$ cat src/rtl/player_instr_scheduler_if.sv
// Player instruction bus: one 16-bit word per handshake from the scheduler
// (master) to the player datapath (slave).
//
// Handshake: a transfer happens on a rising edge where instr_valid and
// instr_ready are both high. While instr_valid is high and instr_ready is
// low, the master keeps instr unchanged. instr_ready may toggle freely, and
// the slave may raise it before valid is asserted.
interface player_instr_if;
   logic        instr_valid;
   logic        instr_ready;
   logic [15:0] instr;

   modport master (
      output instr_valid,
      output instr,
      input  instr_ready
   );

   modport slave (
      input  instr_valid,
      input  instr,
      output instr_ready
   );
endinterface

$ cat src/rtl/player_instr_scheduler.sv
// Player instruction scheduler: arbitrates damage (via a small FIFO with
// invulnerability cooldown), heal pickups and movement keys onto the shared
// 16-bit player instruction bus. Active only while enable is high.
module player_instr_scheduler #(
   parameter int         FIFO_DEPTH    = 4,
   parameter int         IFRAME_CYCLES = 8,
   parameter logic [7:0] HEAL_AMT      = 8'd10
) (
   input  logic          clk,
   input  logic          reset,
   input  logic          enable,
   input  logic          dmg_req,
   input  logic [7:0]    dmg_amt,
   input  logic          heal_req,
   input  logic          mov_req,
   input  logic [1:0]    mov_dir,
   player_instr_if.master bus,
   output logic          dmg_busy,
   output logic          queue_full,
   output logic [7:0]    drop_cnt
);

   localparam int PTR_W = (FIFO_DEPTH > 1) ? $clog2(FIFO_DEPTH) : 1;
   localparam int CNT_W = PTR_W + 1;
   localparam int CD_W  = (IFRAME_CYCLES > 0) ? $clog2(IFRAME_CYCLES + 1) : 1;

   localparam logic [CD_W-1:0]  CD_LOAD  = CD_W'(IFRAME_CYCLES);
   localparam logic [CNT_W-1:0] CNT_FULL = CNT_W'(FIFO_DEPTH);

   localparam logic [3:0] OP_DPY = 4'b0010;
   localparam logic [3:0] OP_HPY = 4'b0001;
   localparam logic [3:0] OP_MOV = 4'b0101;

   // Damage FIFO storage; the entry count carries an extra bit so that
   // full and empty are distinct even though the pointers wrap.
   logic [7:0]       fifo_mem_q [FIFO_DEPTH];
   logic [PTR_W-1:0] wr_ptr_q, wr_ptr_d;
   logic [PTR_W-1:0] rd_ptr_q, rd_ptr_d;
   logic [CNT_W-1:0] count_q, count_d;

   logic             heal_pend_q, heal_pend_d;
   logic             mov_pend_q, mov_pend_d;
   logic [1:0]       mov_dir_q, mov_dir_d;
   logic [CD_W-1:0]  cooldown_q, cooldown_d;
   logic             valid_q, valid_d;
   logic [15:0]      instr_q, instr_d;
   logic [7:0]       drop_q, drop_d;

   logic             dmg_take;
   logic             push;
   logic             drop;
   logic             slot_free;
   logic             fifo_empty;
   logic             pop;
   logic             issue_heal;
   logic             issue_mov;

   // Capture and arbitration decisions. The arbiter looks only at stored
   // state, so a request never bypasses the FIFO / pending flags.
   assign dmg_take   = enable && dmg_req && (dmg_amt != 8'd0);
   assign push       = dmg_take && (count_q != CNT_FULL) && (cooldown_q == '0);
   assign drop       = dmg_take && !push;
   assign slot_free  = !valid_q || bus.instr_ready;
   assign fifo_empty = (count_q == '0);
   assign pop        = enable && slot_free && !fifo_empty;
   assign issue_heal = enable && slot_free && fifo_empty && heal_pend_q;
   assign issue_mov  = enable && slot_free && fifo_empty && !heal_pend_q && mov_pend_q;

   // Next-state computation for queue, pending flags, cooldown and output word.
   always_comb begin
      wr_ptr_d    = wr_ptr_q;
      rd_ptr_d    = rd_ptr_q;
      count_d     = count_q;
      heal_pend_d = heal_pend_q;
      mov_pend_d  = mov_pend_q;
      mov_dir_d   = mov_dir_q;
      cooldown_d  = cooldown_q;
      valid_d     = valid_q;
      instr_d     = instr_q;
      drop_d      = drop_q;

      if (!enable) begin
         // Flush: drop everything queued or presented; drop_cnt survives.
         wr_ptr_d    = '0;
         rd_ptr_d    = '0;
         count_d     = '0;
         heal_pend_d = 1'b0;
         mov_pend_d  = 1'b0;
         cooldown_d  = '0;
         valid_d     = 1'b0;
      end else begin
         if (push) begin
            wr_ptr_d = wr_ptr_q + PTR_W'(1);
         end
         if (pop) begin
            rd_ptr_d = rd_ptr_q + PTR_W'(1);
         end
         case ({push, pop})
            2'b10:   count_d = count_q + CNT_W'(1);
            2'b01:   count_d = count_q - CNT_W'(1);
            default: count_d = count_q;
         endcase

         if (push) begin
            cooldown_d = CD_LOAD;
         end else if (cooldown_q != '0) begin
            cooldown_d = cooldown_q - CD_W'(1);
         end

         // A request arriving on the issue edge re-arms the flag.
         heal_pend_d = (heal_pend_q && !issue_heal) || heal_req;

         if (issue_mov) begin
            mov_pend_d = 1'b0;
         end
         if (mov_req) begin
            mov_pend_d = 1'b1;
            mov_dir_d  = mov_dir;
         end

         if (slot_free) begin
            valid_d = 1'b0;
            if (pop) begin
               valid_d = 1'b1;
               instr_d = {OP_DPY, fifo_mem_q[rd_ptr_q], 4'b0000};
            end else if (issue_heal) begin
               valid_d = 1'b1;
               instr_d = {OP_HPY, HEAL_AMT, 4'b0000};
            end else if (issue_mov) begin
               valid_d = 1'b1;
               instr_d = {OP_MOV, 6'b000000, mov_dir_q, 4'b0000};
            end
         end
      end

      if (drop && (drop_q != 8'hFF)) begin
         drop_d = drop_q + 8'd1;
      end
   end

   // State registers with synchronous active-high reset.
   always_ff @(posedge clk) begin
      if (reset) begin
         wr_ptr_q    <= '0;
         rd_ptr_q    <= '0;
         count_q     <= '0;
         heal_pend_q <= 1'b0;
         mov_pend_q  <= 1'b0;
         mov_dir_q   <= 2'b00;
         cooldown_q  <= '0;
         valid_q     <= 1'b0;
         instr_q     <= 16'h0000;
         drop_q      <= 8'h00;
      end else begin
         wr_ptr_q    <= wr_ptr_d;
         rd_ptr_q    <= rd_ptr_d;
         count_q     <= count_d;
         heal_pend_q <= heal_pend_d;
         mov_pend_q  <= mov_pend_d;
         mov_dir_q   <= mov_dir_d;
         cooldown_q  <= cooldown_d;
         valid_q     <= valid_d;
         instr_q     <= instr_d;
         drop_q      <= drop_d;
      end
   end

   // FIFO storage write; contents need no reset because the count gates reads.
   always_ff @(posedge clk) begin
      if (!reset && push) begin
         fifo_mem_q[wr_ptr_q] <= dmg_amt;
      end
   end

   assign bus.instr_valid = valid_q;
   assign bus.instr       = instr_q;
   assign dmg_busy        = !fifo_empty || (valid_q && (instr_q[15:12] == OP_DPY));
   assign queue_full      = (count_q == CNT_FULL);
   assign drop_cnt        = drop_q;

endmodule

$ cat src/flat_wrapper.sv
// flat-port wrapper written by rule: the top's interface ports become plain ports
module player_instr_scheduler_flat 
#(
   parameter int         FIFO_DEPTH    = 4,
   parameter int         IFRAME_CYCLES = 8,
   parameter logic [7:0] HEAL_AMT      = 8'd10
)
  (clk, reset, enable, dmg_req, dmg_amt, heal_req, mov_req, mov_dir, dmg_busy, queue_full, drop_cnt, bus_instr_valid, bus_instr, bus_instr_ready);
  player_instr_if bus_i ();
  input  logic clk;
  input  logic reset;
  input  logic enable;
  input  logic dmg_req;
  input  logic [7:0] dmg_amt;
  input  logic heal_req;
  input  logic mov_req;
  input  logic [1:0] mov_dir;
  output logic dmg_busy;
  output logic queue_full;
  output logic [7:0] drop_cnt;
  output wire logic [$bits(bus_i.instr_valid)-1:0] bus_instr_valid;
  output wire logic [$bits(bus_i.instr)-1:0] bus_instr;
  input wire logic [$bits(bus_i.instr_ready)-1:0] bus_instr_ready;
  assign bus_instr_valid = bus_i.instr_valid;
  assign bus_instr = bus_i.instr;
  assign bus_i.instr_ready = bus_instr_ready;
  player_instr_scheduler #(.FIFO_DEPTH(FIFO_DEPTH), .IFRAME_CYCLES(IFRAME_CYCLES), .HEAL_AMT(HEAL_AMT)) u_core (.clk(clk), .reset(reset), .enable(enable), .dmg_req(dmg_req), .dmg_amt(dmg_amt), .heal_req(heal_req), .mov_req(mov_req), .mov_dir(mov_dir), .bus(bus_i), .dmg_busy(dmg_busy), .queue_full(queue_full), .drop_cnt(drop_cnt));
endmodule
$ cat config.mk
export PLATFORM = sky130hd
export DESIGN_NAME = player_instr_scheduler_flat
export DESIGN_NICKNAME = d
export VERILOG_FILES = /design/src/rtl/player_instr_scheduler_if.sv /design/src/rtl/player_instr_scheduler.sv /design/src/flat_wrapper.sv
export SDC_FILE = /design/constraint.sdc
export NUM_CORES = 1
export LEC_CHECK = 0
export BUFFER_PORTS_ARGS = -buffer_cell sky130_fd_sc_hd__buf_2
export CAP_MARGIN = 20
export CORE_ASPECT_RATIO = 0.6
export CORE_MARGIN = 2
export CORE_UTILIZATION = 50
export DETAILED_ROUTE_END_ITERATION = 16
export PLACE_DENSITY = 0.71
export SETUP_SLACK_MARGIN = 0.1
export SYNTH_ARGS = -nofsm -noshare
export SYNTH_HDL_FRONTEND = slang
export SYNTH_SLANG_ARGS = --single-unit
$ cat constraint.sdc
create_clock -name clk -period 7.5 [get_ports clk]
set_input_delay 0.375 -clock clk [delete_from_list [all_inputs] [get_ports clk]]
set_output_delay 0.375 -clock clk [all_outputs]
set_load 0.01 [all_outputs]
==> impl_metrics.toml, run 1 <==
[final_layout]
finish.utilization_pct = 60.3
stdcell_count = 376
area_growth_pct = 14.9
finalInstanceArea_sq_um = 3420
drive_gt1_share_pct = 23.6
fillers = 458
nets = 317
antenna_cells = 0

[power_and_ir_drop]
p_leak_nw = 1.27
peakVddDrop_uv = 132
powerDensity_nw_per_um2 = 233

[sta]
setup_violations = 0
worst_clock_skew_ns = 0.00771
rsz0062_at_grt = "no"
finalHoldViolations = 0
period_share_pct = 35.3
slew-limit-headroom_pct = 59.7
setup_tns_ns = 0
worst_slew_pin_slew_ns = 0.603
fmax_mhz = 378
final.min_clock_period_ns = 2.65
timing.final.max_slew_violations = 0

[setup_path]
crit_fanout = 7
crit_path_end_kind = "register"
cp.required_ns = 7.75
critPathKind = "input pin to register"
start_kind = "input pin"
cp.arrival_ns = 2.90

[status]
status = "finished clean"

[clock_tree]
cts-root-buf = "clkbuf_8"
cts_hold_buf = 0
cts_resized = 0
cts_tree = "yes"
clk_path_buf_depth = 2
cts_sinks = 69
h-tree-depth = 3
clkTransAtPathRegs_ns = 0.07
cts_setup_buffers = 0
clk_latency_ns = 0.34
cts_buffers = 9

[floorplan]
die_x_um = 104
ios = 44
row_count = 21
die_area_sq_um = 6610
start_util_pct = 52.5
die_h_um = 63.8
core-area_sq_um = 5680

[worst_hold_path]
min_path_type = "input pin to register"

[global_route]
met2_usage_pct = 28.0
use_met3_pct = 6.73
grt_max_degree = 29
gr-total-overflow = 0
track_usage_pct = 19.9
grt.busiest_layer = "met1"
grt_pass1_wl_mm = 10.1
grt_pass1_vias = 1987
antenna_found_initial = 0
gr-usage-met1_pct = 29.1

[flow_run]
drv_cap = 0

[yosys]
ys_warn_count = 0
yosys-top-cells-area = "edfxtp_1 (32%), dfxtp_1 (25%), mux4_2 (6.0%)"
synth_top_area_share_pct = 32.2
ys_types = 51
synthFlopType = "dfxtp_1"
ys_async_sr_fraction_pct = 0
netlist_top_cells_count = "dfxtp_1 (37), edfxtp_1 (32), nor2_1 (24), a21oi_1 (19), inv_1 (12)"
yosys.cell_count.top_type = "dfxtp_1"
synthesis.area_sq_um = 2980
syn_avg_cell_area_sq_um = 11.9
syn_inst = 251
yosys_register_bits = 69
seq_area_frac_synth_pct = 57.1
yosysTopAreaCell = "edfxtp_1"
synth_edf_count = 32

[drt]
dr.pass1.iters = 4
viasPerCell = 5.47
drtIter0Drc = 120
via_count = 2056
ant_nets = 0
drc = 0
wl_per_cell_um = 15.9
routed_wirelength_mm = 5.98

[place]
place_area_sq_um = 3220
hpwl_mm = 4.30
portBuffers = 38
gp_congestion = 0.773
placed_cells = 360
==> power by group <==
group	internal (mW)	switching [mW]
Clock	0.185	0.125
Combinational	0.0293	0.0477
Sequential	0.404	0.00742
==> layer usage <==
metal,up-vias,share of wire [%]
li1,1004,-
met3,4,5.6
met4,0,0.89
met1,990,50
met5,-,0
met2,58,43
==> worst max-delay path: stages <==
cell and delay [ns]:
buf_2 0.12, or4_1 0.57, o211a_1 0.34, nand2_1 0.22, ha_1 0.22, inv_1 0.06, fa_1 0.37, xor2_1 0.18
or3_1 0.30, a21oi_1 0.13
==> sequential cells by signal (all words and copies together), names as in the netlist, named ones only <==
| name | count |
|---|---|
| u_core.fifo_mem_q | 32 |
| u_core.bus.instr | 11 |
| u_core.drop_cnt | 8 |
| u_core.cooldown_q | 4 |
| u_core.count_q | 3 |
| u_core.mov_dir_q | 2 |
| u_core.rd_ptr_q | 2 |
| u_core.wr_ptr_q | 2 |
| u_core.bus.instr_valid | 1 |
| u_core.heal_pend_q | 1 |
| u_core.mov_pend_q | 1 |
==> final cells by class <==
class	count	area, sq um	share of cell area (%)
inverter	13	48.8	1.43
sequential	69	1700	49.7
multi-input combinational	156	1150	33.5
tap	80	100	2.92
clock inverter	5	75.1	2.19
clock buffer	11	131	3.84
timing repair buffer	42	220	6.43
==> cells by family (layout without fill, tap and decap cells) <==
family	Yosys count	after routing	synth area share, %
AOI/OAI and AO/OA	45	45	10.2
buffers and inverters	30	71	4.95
muxes	11	11	7.14
adders and majority gates	9	9	4.03
other	1	5	0.126
xor gates and xnor gates	6	6	1.76
DFF	69	69	57.1
and+or+nand+nor	80	80	14.7
==> placed cells by master (no fill, tap or decap), types with 7 or more instances in the layout <==
cell type	netlist	layout
buf_2	1	38
dfxtp_1	37	37
edfxtp_1	32	32
nor2_1	24	24
a21oi_1	19	19
inv_1	12	12
nand3_1	10	10
nand2_1	9	9
clkbuf_8	0	9
mux4_2	8	8
ha_1	8	8
nor3_1	7	7
o21ai_0	7	7
==> per-stage QoR <==
step	setup WS, ns	total power [mW]	hold slack, ns
after global placement	4.61	0.493	0.451
after global routing	4.64	0.835	0.254
after detailed placement	4.52	0.496	0.457
after CTS	4.87	0.805	0.255
final	4.85	0.798	0.274
after floorplan	4.86	0.476	0.436
==> path summary, 6_finish.rpt <==
kind	cells after the start	slack [ns]	from	endpoint
min	1	0.27	dmg_amt[5]	u_core.fifo_mem_q[2][5]
max reg2reg	11	4.87	u_core.cooldown_q[0]	u_core.count_q[2]
max	10	4.85	dmg_amt[5]	u_core.count_q[2]
min reg2reg	2	0.47	u_core.mov_dir_q[1]	u_core.mov_dir_q[1]
Note: power is estimated with default switching activity, not from simulation.
==> run 2: changes to the inputs <==
clock period = 2.5 ns   (was 7.5 ns; I/O delays follow)
==> impl_metrics.toml, run 2 (synthesis gave the netlist of run 1 again) <==
[sta]
rsz0062_at_grt = "no"
final.min_clock_period_ns = 2.27
fmax_mhz = 440
period_share_pct = 90.8
worst_slew_pin_slew_ns = 0.613
setup_tns_ns = 0
setup_violations = 0
fin_ws_ns = 0.230
holdWs_ns = 0.00842
finalHoldViolations = 0
slew-limit-headroom_pct = 59.1
timing.final.max_slew_violations = 0
worst_clock_skew_ns = 0.00570

[global_route]
antenna_found_initial = 0
grt_pass1_vias = 1924
grt_pass1_wl_mm = 10.1
gr-total-overflow = 0
track_usage_pct = 20.4
grt_max_degree = 29

[floorplan]
ios = 44
core-area_sq_um = 5680
die_area_sq_um = 6610
die_h_um = 63.8
die_x_um = 104
row_count = 21
start_util_pct = 52.5

[setup_path]
critPathMaxStageDelay_ns = 0.34
cp.arrival_ns = 2.55
crit_family = "simple AND/OR/NAND/NOR gates"
crit_slowest_cell = "dfxtp_2"
crit_path_end_kind = "register"
start_kind = "register"
r2r_slack_ns = 0.23
crit_chain = "inv_2, ha_1, nor3b_2, and2_4, nand2_1, ha_2, inv_1, fa_2, xor2_1, or3_1, a21oi_2"
r2r_cells = 11
critPathKind = "register to register"
crit_fanout = 4
rr_endpoint = "u_core.count_q[2]"
rr_startpoint = "u_core.cooldown_q[0]"
critPathBufInv = 2
cp.required_ns = 2.78

[clock_tree]
h-tree-depth = 3
cts_buffers = 9
cts-root-buf = "clkbuf_8"
clk_path_buf_depth = 2
clk_latency_ns = 0.35
cts_tree = "yes"
clkTransAtPathRegs_ns = 0.07
cts_sinks = 69

[power_and_ir_drop]
clkPwrFrac_pct = 39.9
p_sw_mw = 0.575
powerDensity_nw_per_um2 = 700
swShare_pct = 23.2
power_frac_comb_pct = 10.5
peakVddDrop_uv = 427
pwr-share-seq_pct = 49.6
p_leak_nw = 1.34
totalPowerFinal_mw = 2.48
intPower_mw = 1.91

[final_layout]
area_growth_pct = 19.1
final_common_cell = "buf_2"
finish.utilization_pct = 62.5
largest_reg_flops = 32
nets = 330
finalInstanceArea_sq_um = 3550
final_cell_mix = "buf_2 (38), dfxtp_1 (34), edfxtp_1 (32)"
top_register = "u_core.fifo_mem_q"
drive_gt1_share_pct = 29.4
antenna_cells = 0
stdcell_count = 389

[drt]
routed_wirelength_mm = 6.14
via_count = 2096
dr.pass1.iters = 5
ant_nets = 0
drc = 0
wl_per_cell_um = 15.8
drtIter0Drc = 120
viasPerCell = 5.39

[place]
portBuffers = 38
place_area_sq_um = 3280
hpwl_mm = 4.31
gp_congestion = 0.817
dp_slack_ns = -0.0342
placed_cells = 368

[worst_hold_path]
hold_end = "u_core.fifo_mem_q[0][6]"
min_from = "dmg_amt[6]"
whs_path_depth = 1
min_path_type = "input pin to register"

[flow_run]
drv_cap = 0

[status]
status = "finished clean"
-- run 2: per-layer routing --
metal	global-route usage (%)	share of wire, %	vias up
li1	-	-	1027
met3	7.24	6.6	11
met2	26.8	41	72
met5	0	0	-
met1	30.2	51	986
met4	8.61	1.6	0
-- run 2: worst max-delay path by stage --
stage | from | end | slack (ns) | cells past startpoint
2_1_floorplan | dmg_amt[5] | u_core.count_q[2] | 0.11 | 9
3_3_place_gp | dmg_amt[5] | u_core.count_q[2] | 0.06 | 10
3_5_place_dp | dmg_amt[5] | u_core.count_q[2] | -0.03 | 10
4_1_cts | u_core.cooldown_q[0] | u_core.count_q[2] | 0.10 | 11
5_1_grt | u_core.cooldown_q[0] | u_core.count_q[2] | 0.14 | 11
6_report | u_core.cooldown_q[0] | u_core.count_q[2] | 0.23 | 11
-- run 2: cell type report --
cell class / count / area [sq um]
Fill cell: 473 / 2130
Sequential cell: 69 / 1710
Multi-Input combinational cell: 156 / 1160
Timing Repair Buffer: 55 / 320
Clock buffer: 12 / 145
Tap cell: 80 / 100
Clock inverter: 4 / 71.3
Inverter: 13 / 48.8
-- run 2: timing repair --
item,CTS,global route
buffers inserted,1,3
hold endpoints to repair,4,0
setup endpoints to repair,1,1
cloned,0,0
gates resized for setup,3,5
pin swaps,1,2
hold buffers,1,0
-- run 2: power groups by stage --
stage / Clock [mW] / Sequential, mW / Combinational [mW]
floorplan: 0 / 1.26 / 0.174
global placement: 0 / 1.25 / 0.241
detailed placement: 0 / 1.26 / 0.247
CTS: 1.01 / 1.23 / 0.252
global route: 1.07 / 1.24 / 0.287
finish: 0.991 / 1.23 / 0.260
-- run 2: worst reg2reg max path: stages (launching register included) --
cell and delay [ns]:
dfxtp_2 0.34, inv_2 0.05, ha_1 0.20, nor3b_2 0.16
and2_4 0.17, nand2_1 0.08, ha_2 0.18, inv_1 0.05
fa_2 0.33, xor2_1 0.17, or3_1 0.32, a21oi_2 0.12
==> run 3: changes to the inputs <==
CORE_ASPECT_RATIO = not set   (was 0.6)
==> impl_metrics.toml, run 3 (synthesis gave the netlist of run 1 again) <==
[final_layout]
area_growth_pct = 20.9
stdcell_count = 391
nets = 337
largest_reg_flops = 32
antenna_cells = 0
drive_gt1_share_pct = 29.4
top_register = "u_core.fifo_mem_q"
finish.utilization_pct = 61.6
final_common_cell = "buf_2"
final_cell_mix = "buf_2 (38), dfxtp_1 (34), edfxtp_1 (32)"

[floorplan]
start_util_pct = 50.9
die_h_um = 81.2
core-area_sq_um = 5850
row_count = 28
die_x_um = 81.2
ios = 44
die_area_sq_um = 6590

[setup_path]
crit_slowest_cell = "or3b_4"
cp.arrival_ns = 2.56
critPathKind = "register to register"
crit_fanout = 5
critPathBufInv = 1
crit_family = "simple AND/OR/NAND/NOR gates"
start_kind = "register"
cp.required_ns = 2.77
crit_chain = "or3b_4, and2_4, nand2_2, ha_2, inv_1, fa_1, xor2_1, or3_1, a21oi_1"
crit_path_end_kind = "register"
critPathMaxStageDelay_ns = 0.42

[sta]
period_share_pct = 91.7
setup_tns_ns = 0
rsz0062_at_grt = "no"
worst_slew_pin_slew_ns = 0.660
timing.final.max_slew_violations = 0
final.min_clock_period_ns = 2.29
finalHoldViolations = 0
setup_violations = 0
holdWs_ns = 0.0262
slew-limit-headroom_pct = 55.9
fmax_mhz = 436
worst_clock_skew_ns = 0.00826
fin_ws_ns = 0.208

[place]
gp_congestion = 0.839
dp_slack_ns = 0.00853
portBuffers = 38
hpwl_mm = 3.98
placed_cells = 364

[drt]
drtIter0Drc = 82
ant_nets = 0
drc = 0
via_count = 2133
wl_per_cell_um = 14.6
viasPerCell = 5.46
dr.pass1.iters = 4
routed_wirelength_mm = 5.71

[global_route]
gr-total-overflow = 0
grt_pass1_vias = 1944
track_usage_pct = 18.9
grt_max_degree = 29
antenna_found_initial = 0
grt_pass1_wl_mm = 9.03

[clock_tree]
cts_sinks = 69
clkTransAtPathRegs_ns = 0.07
cts_buffers = 9
clk_latency_ns = 0.35
cts_tree = "yes"
cts-root-buf = "clkbuf_8"
clk_path_buf_depth = 2
h-tree-depth = 3

[worst_hold_path]
min_path_type = "input pin to register"

[power_and_ir_drop]
powerDensity_nw_per_um2 = 669
peakVddDrop_uv = 441
p_leak_nw = 1.36

[status]
status = "finished clean"

[flow_run]
drv_cap = 0
==> run 3: cell type report <==
type,count,area [sq um]
fill,481,2250
sequential,69,1710
multi-input combinational,156,1160
timing repair buffer,62,393
clock buffer,10,138
tap,75,93.8
clock inverter,6,70.1
inverter,13,48.8
==> run 3: metrics by stage <==
stage                     total power [mW]  area (sq um)
after floorplan                       1.43          3000
after global placement                1.49          3280
after detailed placement              1.50          3280
after CTS                             2.43          3580
after global routing                  2.51          3600
final                                 2.41          3600
==> run 3: timing repair <==
action / in CTS / in global routing
gates cloned: 0 / 0
gates resized for setup: 1 / 8
setup endpoints to repair: 1 / 1
hold endpoints to repair: 33 / 0
hold buffers: 9 / 0
buffers inserted: 0 / 2
pin swaps: 0 / 1
==> run 3: final timing paths <==
kind	start	endpoint	slack, ns	cells past startpoint
setup reg to reg	u_core.count_q[1]	u_core.count_q[2]	0.21	9
hold reg to reg	u_core.mov_dir_q[0]	u_core.mov_dir_q[0]	0.47	2
setup / recovery	u_core.count_q[1]	u_core.count_q[2]	0.21	9
hold / removal	mov_dir[0]	u_core.mov_dir_q[0]	0.03	3
==> run 3: tightest hold or removal path, delay by kind of cell <==
kind	cells	cell delay (ns)
and+or+nand+nor	1	0.06
AOI/OAI and AO/OA	1	0.05
buffers and inverters	1	0.09
==> run 3: power breakdown <==
| part | internal, mW | switching, mW | leakage (nW) |
|---|---|---|---|
| sequential | 1.21 | 0.0218 | 0.590 |
| combinational | 0.114 | 0.145 | 0.671 |
| clock | 0.492 | 0.429 | 0.0951 |
==> run 3: metal layers <==
metal  vias to the layer above  share of wire [%]  track usage (%)  wire length, um
met2                        62                 50             31.7             2870
met5                         -                  0                0                0
met4                         0               0.81             7.12               46
li1                       1045                  -                -                -
met3                         5                5.3             6.33              304
met1                      1021                 44             22.7             2490
